<file path="src/rtl/wwdg_refresh_ctrl.sv">
// ============================================================================
//  Module      : wwdg_refresh_ctrl
//  Description : Wishbone-style bus master that configures, arms and services
//                a Window Watchdog. It reloads the counter only inside the
//                legal window, and only after a software heartbeat.
//  Option      : define WWDG_CTRL_EWI_CLR_EN to add early-wakeup interrupt
//                clearing (wwdg_ewi input, ewi_cnt output, ST register write)
//  Revision    : 1.0 - initial release
// ============================================================================
`default_nettype none

module wwdg_refresh_ctrl #(
    parameter int              DW          = 10,
    parameter logic [31:0]     BASE_ADR    = 32'h0110_0000,
    parameter logic [DW-1:0]   CFG_VAL     = 10'b00_0111_1111,
    parameter logic [6:0]      RELOAD_VAL  = 7'h7F,
    parameter int              POLL_CYCLES = 16
) (
    input  logic          clk,
    input  logic          rst,
    input  logic          enable,
    input  logic          kick_req,
`ifdef WWDG_CTRL_EWI_CLR_EN
    input  logic          wwdg_ewi,
    output logic [7:0]    ewi_cnt,
`endif
    output logic [DW-1:0] dat_m2s,
    output logic [31:0]   adr_m2s,
    output logic          cyc_m2s,
    output logic          stb_m2s,
    output logic          we_m2s,
    input  logic [DW-1:0] dat_s2m,
    input  logic          ack_s2m,
    output logic          armed,
    output logic [15:0]   refresh_cnt,
    output logic          missed_kick,
    output logic          busy
);

    localparam logic [2:0] c_st_idle   = 3'd0;
    localparam logic [2:0] c_st_wr_cfg = 3'd1;
    localparam logic [2:0] c_st_wr_arm = 3'd2;
    localparam logic [2:0] c_st_wait   = 3'd3;
    localparam logic [2:0] c_st_rd_cr  = 3'd4;
    localparam logic [2:0] c_st_eval   = 3'd5;
    localparam logic [2:0] c_st_wr_ref = 3'd6;
`ifdef WWDG_CTRL_EWI_CLR_EN
    localparam logic [2:0] c_st_wr_st  = 3'd7;
`endif

    localparam logic [DW-1:0] c_reload_dat = DW'({1'b1, RELOAD_VAL});
    localparam logic [15:0]   c_poll_last  = 16'(POLL_CYCLES - 1);

    logic [2:0]    r_state;
    logic          r_cyc;
    logic          r_stb;
    logic          r_we;
    logic [31:0]   r_adr;
    logic [DW-1:0] r_dat;
    logic          r_armed;
    logic [15:0]   r_refresh_cnt;
    logic          r_missed;
    logic          r_kick_pending;
    logic [15:0]   r_poll_cnt;
    logic [6:0]    r_w;
    logic [6:0]    r_t;

    logic          w_we;
    logic [31:0]   w_adr;
    logic [DW-1:0] w_dat;
    logic [2:0]    w_ack_state;
    logic          w_ref_ack;
    logic          w_in_window;
    logic          w_unused_dat;

    // Only T (bits 6:0) of the control register is of interest
    assign w_unused_dat = &{1'b0, dat_s2m[DW-1:7]};

    assign w_ref_ack   = (r_state == c_st_wr_ref) && r_cyc && ack_s2m;
    assign w_in_window = (r_t <= r_w);

`ifdef WWDG_CTRL_EWI_CLR_EN
    logic       r_ewi_d;
    logic       r_ewi_pending;
    logic [7:0] r_ewi_cnt;
    logic       w_st_ack;

    assign w_st_ack = (r_state == c_st_wr_st) && r_cyc && ack_s2m;
    assign ewi_cnt  = r_ewi_cnt;

    // EWI edge detect; a new edge beats a simultaneous clear
    always_ff @(posedge clk or posedge rst) begin
        if (rst) begin
            r_ewi_d       <= 1'b0;
            r_ewi_pending <= 1'b0;
            r_ewi_cnt     <= 8'd0;
        end else begin
            r_ewi_d <= wwdg_ewi;
            if (wwdg_ewi && !r_ewi_d) begin
                r_ewi_pending <= 1'b1;
            end else if (w_st_ack) begin
                r_ewi_pending <= 1'b0;
            end
            if (w_st_ack) begin
                r_ewi_cnt <= r_ewi_cnt + 8'd1;
            end
        end
    end
`endif

    // Address/data/direction of the transaction owned by the current state,
    // plus where to go once it is acknowledged
    always_comb begin
        w_we        = 1'b1;
        w_adr       = BASE_ADR;
        w_dat       = c_reload_dat;
        w_ack_state = c_st_wait;
        case (r_state)
            c_st_wr_cfg: begin
                w_adr       = BASE_ADR + 32'd4;
                w_dat       = CFG_VAL;
                w_ack_state = c_st_wr_arm;
            end
            c_st_rd_cr: begin
                w_we        = 1'b0;
                w_dat       = '0;
                w_ack_state = c_st_eval;
            end
`ifdef WWDG_CTRL_EWI_CLR_EN
            c_st_wr_st: begin
                w_adr = BASE_ADR + 32'd8;
                w_dat = '0;
            end
`endif
            default: ;
        endcase
        // Losing enable mid-transaction: finish the cycle, then park in IDLE
        if (!enable) begin
            w_ack_state = c_st_idle;
        end
    end

    // Heartbeat latch; a kick arriving on the refresh ack keeps it set
    always_ff @(posedge clk or posedge rst) begin
        if (rst) begin
            r_kick_pending <= 1'b0;
        end else if (kick_req) begin
            r_kick_pending <= 1'b1;
        end else if (w_ref_ack) begin
            r_kick_pending <= 1'b0;
        end
    end

    // Main sequencer: start-up, polling, window evaluation and bus handshake
    always_ff @(posedge clk or posedge rst) begin
        if (rst) begin
            r_state       <= c_st_idle;
            r_cyc         <= 1'b0;
            r_stb         <= 1'b0;
            r_we          <= 1'b0;
            r_adr         <= 32'd0;
            r_dat         <= '0;
            r_armed       <= 1'b0;
            r_refresh_cnt <= 16'd0;
            r_missed      <= 1'b0;
            r_poll_cnt    <= 16'd0;
            r_w           <= 7'd0;
            r_t           <= 7'd0;
        end else begin
            case (r_state)
                c_st_idle: begin
                    if (enable) begin
                        r_state <= r_armed ? c_st_wait : c_st_wr_cfg;
                    end
                end
                c_st_wait: begin
                    if (!enable) begin
                        r_state    <= c_st_idle;
                        r_poll_cnt <= 16'd0;
`ifdef WWDG_CTRL_EWI_CLR_EN
                    end else if (r_ewi_pending) begin
                        r_state    <= c_st_wr_st;
                        r_poll_cnt <= 16'd0;
`endif
                    end else if (r_poll_cnt == c_poll_last) begin
                        r_state    <= c_st_rd_cr;
                        r_poll_cnt <= 16'd0;
                    end else begin
                        r_poll_cnt <= r_poll_cnt + 16'd1;
                    end
                end
                c_st_eval: begin
                    if (w_in_window && r_t[6] && r_kick_pending) begin
                        r_state <= c_st_wr_ref;
                    end else begin
                        if (w_in_window && !r_kick_pending) begin
                            r_missed <= 1'b1;
                        end
                        r_state <= c_st_wait;
                    end
                end
`ifdef WWDG_CTRL_EWI_CLR_EN
                c_st_wr_cfg, c_st_wr_arm, c_st_rd_cr, c_st_wr_ref, c_st_wr_st: begin
`else
                c_st_wr_cfg, c_st_wr_arm, c_st_rd_cr, c_st_wr_ref: begin
`endif
                    // cyc low on entry guarantees an idle clock between cycles
                    if (!r_cyc) begin
                        r_cyc <= 1'b1;
                        r_stb <= 1'b1;
                        r_we  <= w_we;
                        r_adr <= w_adr;
                        r_dat <= w_dat;
                    end else if (ack_s2m) begin
                        r_cyc   <= 1'b0;
                        r_stb   <= 1'b0;
                        r_we    <= 1'b0;
                        r_adr   <= 32'd0;
                        r_dat   <= '0;
                        r_state <= w_ack_state;
                        if (r_state == c_st_wr_cfg) begin
                            r_w <= CFG_VAL[6:0];
                        end
                        if (r_state == c_st_wr_arm) begin
                            r_armed <= 1'b1;
                        end
                        if (r_state == c_st_rd_cr) begin
                            r_t <= dat_s2m[6:0];
                        end
                        if (r_state == c_st_wr_ref) begin
                            r_refresh_cnt <= r_refresh_cnt + 16'd1;
                        end
                    end
                end
                default: r_state <= c_st_idle;
            endcase
        end
    end

    assign dat_m2s     = r_dat;
    assign adr_m2s     = r_adr;
    assign cyc_m2s     = r_cyc;
    assign stb_m2s     = r_stb;
    assign we_m2s      = r_we;
    assign armed       = r_armed;
    assign refresh_cnt = r_refresh_cnt;
    assign missed_kick = r_missed;
    assign busy        = r_cyc;

    // Bus protocol sanity
    a_ack_in_cycle: assert property (@(posedge clk) disable iff (rst) ack_s2m |-> r_cyc);
    a_stb_in_cycle: assert property (@(posedge clk) disable iff (rst) r_stb |-> r_cyc);

endmodule

`default_nettype wire

</file>
<file path="config.mk">
export PLATFORM = sky130hd
export DESIGN_NAME = wwdg_refresh_ctrl
export DESIGN_NICKNAME = d
export VERILOG_FILES = /design/src/rtl/wwdg_refresh_ctrl.sv
export SDC_FILE = /design/constraint.sdc
export NUM_CORES = 1
export LEC_CHECK = 0
export ABC_AREA = 1
export ABC_CLOCK_PERIOD_IN_PS = 2400
export CAP_MARGIN = 20
export CORE_ASPECT_RATIO = 0.5
export CORE_UTILIZATION = 49
export DETAILED_ROUTE_END_ITERATION = 7
export PLACE_DENSITY = 0.87
export SYNTH_ARGS = -nofsm -noshare
export SYNTH_HDL_FRONTEND = slang
export SYNTH_SLANG_ARGS = --single-unit
</file>
<file path="constraint.sdc">
create_clock -name clk -period 2.4 [get_ports clk]
set_clock_uncertainty 0.2 [all_clocks]
set_input_delay 0.48 -clock clk [delete_from_list [all_inputs] [get_ports clk]]
set_output_delay 0.48 -clock clk [all_outputs]
set_load 0.1 [all_outputs]
</file>
==> results.txt <==
Ys flop type: dfrtp_1
Outcome: completed
Buffers on Ports: 44
Number of diodes: 0
Netlist Area Pre-Place: 0.00305 sq mm
CP Max Fanout: 6
CP Capture Type: flip-flop
Vias/cell: 4.84
LEAKAGE: 1.89 nW
Post-CTS Resized: 0
Max VDD drop: 0.000904 V
Multi-input gate area: 0.00139 sq mm
Vias in the first global route: 2,063
HP Class: flip-flop to flip-flop
IO Pins: 79
RSZ-0062 raised after global routing: false
Post-route setup TNS: 0 ns
Num rows: 19
Post-synth EDFFs: 0
Setup repair bufs after CTS: 0
First DRT Iteration DRCs: 157
CTS tree: built
Final period utilization: 0.823
Sequential Area: 0.00130 sq mm
Die Span Y: 57.8 um
Max Cap Violations: 0
Setup violations, final: 0
Share of layout cells above drive strength 1: 0.174
Power per cell area: 1290 mW/mm^2
Hold Fails Final Rpt: 0
Clock latency on the worst-skew pair: 0.28 ns
Fill cells: 471
Minimum clock period: 1.98 ns
Num CTS Buffers: 5
Die Wd: 114 um
Clock sink count: 52
H-tree levels: 2
# DRC: 0
Die ar.: 0.00656 sq mm
Total gr overflow: 0
DR vias: 2,357
Layout Nets: 426
Critical Path AT: 1.94 ns
Max Clock Freq: 0.506 GHz
Final Cell Area: 0.00353 sq mm
Yosys reg bits: 52
Synth warn: 0
Initial antenna violation count: 0
Startpoint Class: input port
Drt pass-1 iters: 4
Core area: 0.00573 sq mm
Max clock buf depth: 2
Hold buffer count at cts: 0
DP Area: 0.00334 sq mm
Distinct cells, synth: 36
WS Path Type: input port to flip-flop
Worst Path Required: 2.37 ns
Clock transition at path regs: 0.06 ns
Synthesis-to-finish area growth: 15.7%
GRT Overall Usage: 0.186
Routed len/inst: 11.6 um
First-pass GRT wire length: 9510 um
Initial Util: 0.532
FFs w/ async S/R, synth: 1.00
Post-Route WL: 5660 um
Power, Total: 4.56 mW
CTS root buf: clkbuf_16
Flop-to-flop setup slack: 0.49 ns
Syn Area/Cell: 8.49 sq um
Gpl congestion: 0.851
Post-DP HPWL: 4270 um
DRT antenna net count: 0
Post-synthesis sequential area ratio: 0.427
Gate Count Post-Synth: 359
Largest net degree at the start of global routing: 25
Fin. max-slew vios: 0
[state kept, by name, indices dropped and copies added (netlist names)]
| register | cells |
|---|---|
| missed_kick | 1 |
| r_state | 3 |
| busy | 1 |
| refresh_cnt | 16 |
| r_poll_cnt | 16 |
| we_m2s | 1 |
| dat_m2s | 2 |
| armed | 1 |
| adr_m2s | 2 |
| r_w | 1 |
| r_t | 7 |
| r_kick_pending | 1 |
[final timing paths]
| check | startpoint | endpoint | depth (start not counted) |
|---|---|---|---|
| worst min-delay path | we_m2s | we_m2s | 2 |
| min in group asynchronous | rst | refresh_cnt[7] | 2 |
| max in group asynchronous | rst | r_poll_cnt[11] | 3 |
| worst max register to register | r_w[0] | r_state[0] | 12 |
| worst max-delay path | ack_s2m | refresh_cnt[13] | 9 |
| worst min register to register | we_m2s | we_m2s | 2 |
[logic make-up after synthesis]
group | count (synthesis) | synth area share
multiplexers | 6 | 0.0222
flip-flops | 52 | 0.427
AND/OR/NAND/NOR | 148 | 0.228
other | 1 | 0.00123
AO/OA/AOI/OAI | 41 | 0.0771
adder cells (fa/ha/maj) | 9 | 0.0369
XOR/XNOR | 19 | 0.0546
buffers and inverters | 83 | 0.153
[report_power, final]
group          total, mW  internal (mW)  switching [mW]
registers           1.33           1.12           0.217
clock network      0.840          0.548           0.292
logic               2.39          0.515            1.88
total               4.56           2.18            2.39
[per-stage QoR]
stage,std cells,utilization,hold WS [ns],setup slack [ns]
after floorplan,389,-,0.271,0.110
after global placement,479,0.584,0.260,0.185
after detailed placement,479,0.584,0.265,0.143
after CTS,487,0.616,0.280,0.425
after global routing,487,0.616,0.295,0.301
final,487,0.616,0.275,0.424
[critical path, stage by stage]
cell and delay [ns]:
clkdlybuf4s50_1 0.48, nand2_1 0.15, nor2_4 0.15, nand2_4 0.11, nor2_8 0.13, nand2_4 0.08, nor2_4 0.11, nand3_1 0.10
xnor2_1 0.14
[metal layers]
metal  vias to the layer above  share of wire  GRT usage
met4                         0         0.0090     0.0620
met5                         -              0          0
met2                        83           0.45      0.293
li1                       1178              -          -
met1                      1092           0.49      0.260
met3                         4          0.048     0.0397
[synth_stat cells, types with 2 or more instances]
library cell	number	share of area
nor2_2	2	0.0041
nor2_1	20	0.025
dfrtp_1	52	0.43
o21ai_1	3	0.0049
o21ai_0	17	0.028
inv_2	3	0.0037
ha_1	9	0.037
nand2_2	2	0.0041
xor2_1	12	0.034
nand4_1	10	0.021
nand2_1	79	0.097
nor2_4	3	0.011
nand2_4	3	0.011
buf_4	40	0.098
nand3_1	19	0.031
o22ai_1	5	0.010
nor3_1	7	0.011
xnor2_1	7	0.020
a21oi_1	8	0.013
inv_1	37	0.046
mux2_2	6	0.022
[placed cells by master, fill, tap and decap left out, types with 2 or more instances in the layout]
cell type / instances
ha_1: 9
o21ai_1: 3
mux2_2: 6
nand2_1: 79
xnor2_1: 7
xor2_1: 12
a21oi_1: 8
nand2_4: 3
clkdlybuf4s50_1: 11
nor2_4: 3
nor2_2: 2
clkbuf_8: 2
nand4_1: 10
inv_2: 4
nand3_1: 19
nor2_1: 20
buf_4: 36
o22ai_1: 5
nand2_2: 2
conb_1: 31
dfrtp_1: 51
clkbuf_16: 5
o21ai_0: 17
nor3_1: 7
inv_1: 36
[area by class of cell]
| type | instances | area share |
|---|---|---|
| repair buffers | 47 | 0.108 |
| clock buffers | 7 | 0.0433 |
| multi-input cells | 254 | 0.395 |
| inverters | 42 | 0.0465 |
| flip-flops and latches | 52 | 0.369 |
| well taps | 84 | 0.0298 |
| clock inverters | 1 | 0.00851 |
Note: power is estimated with default switching activity, not from simulation.
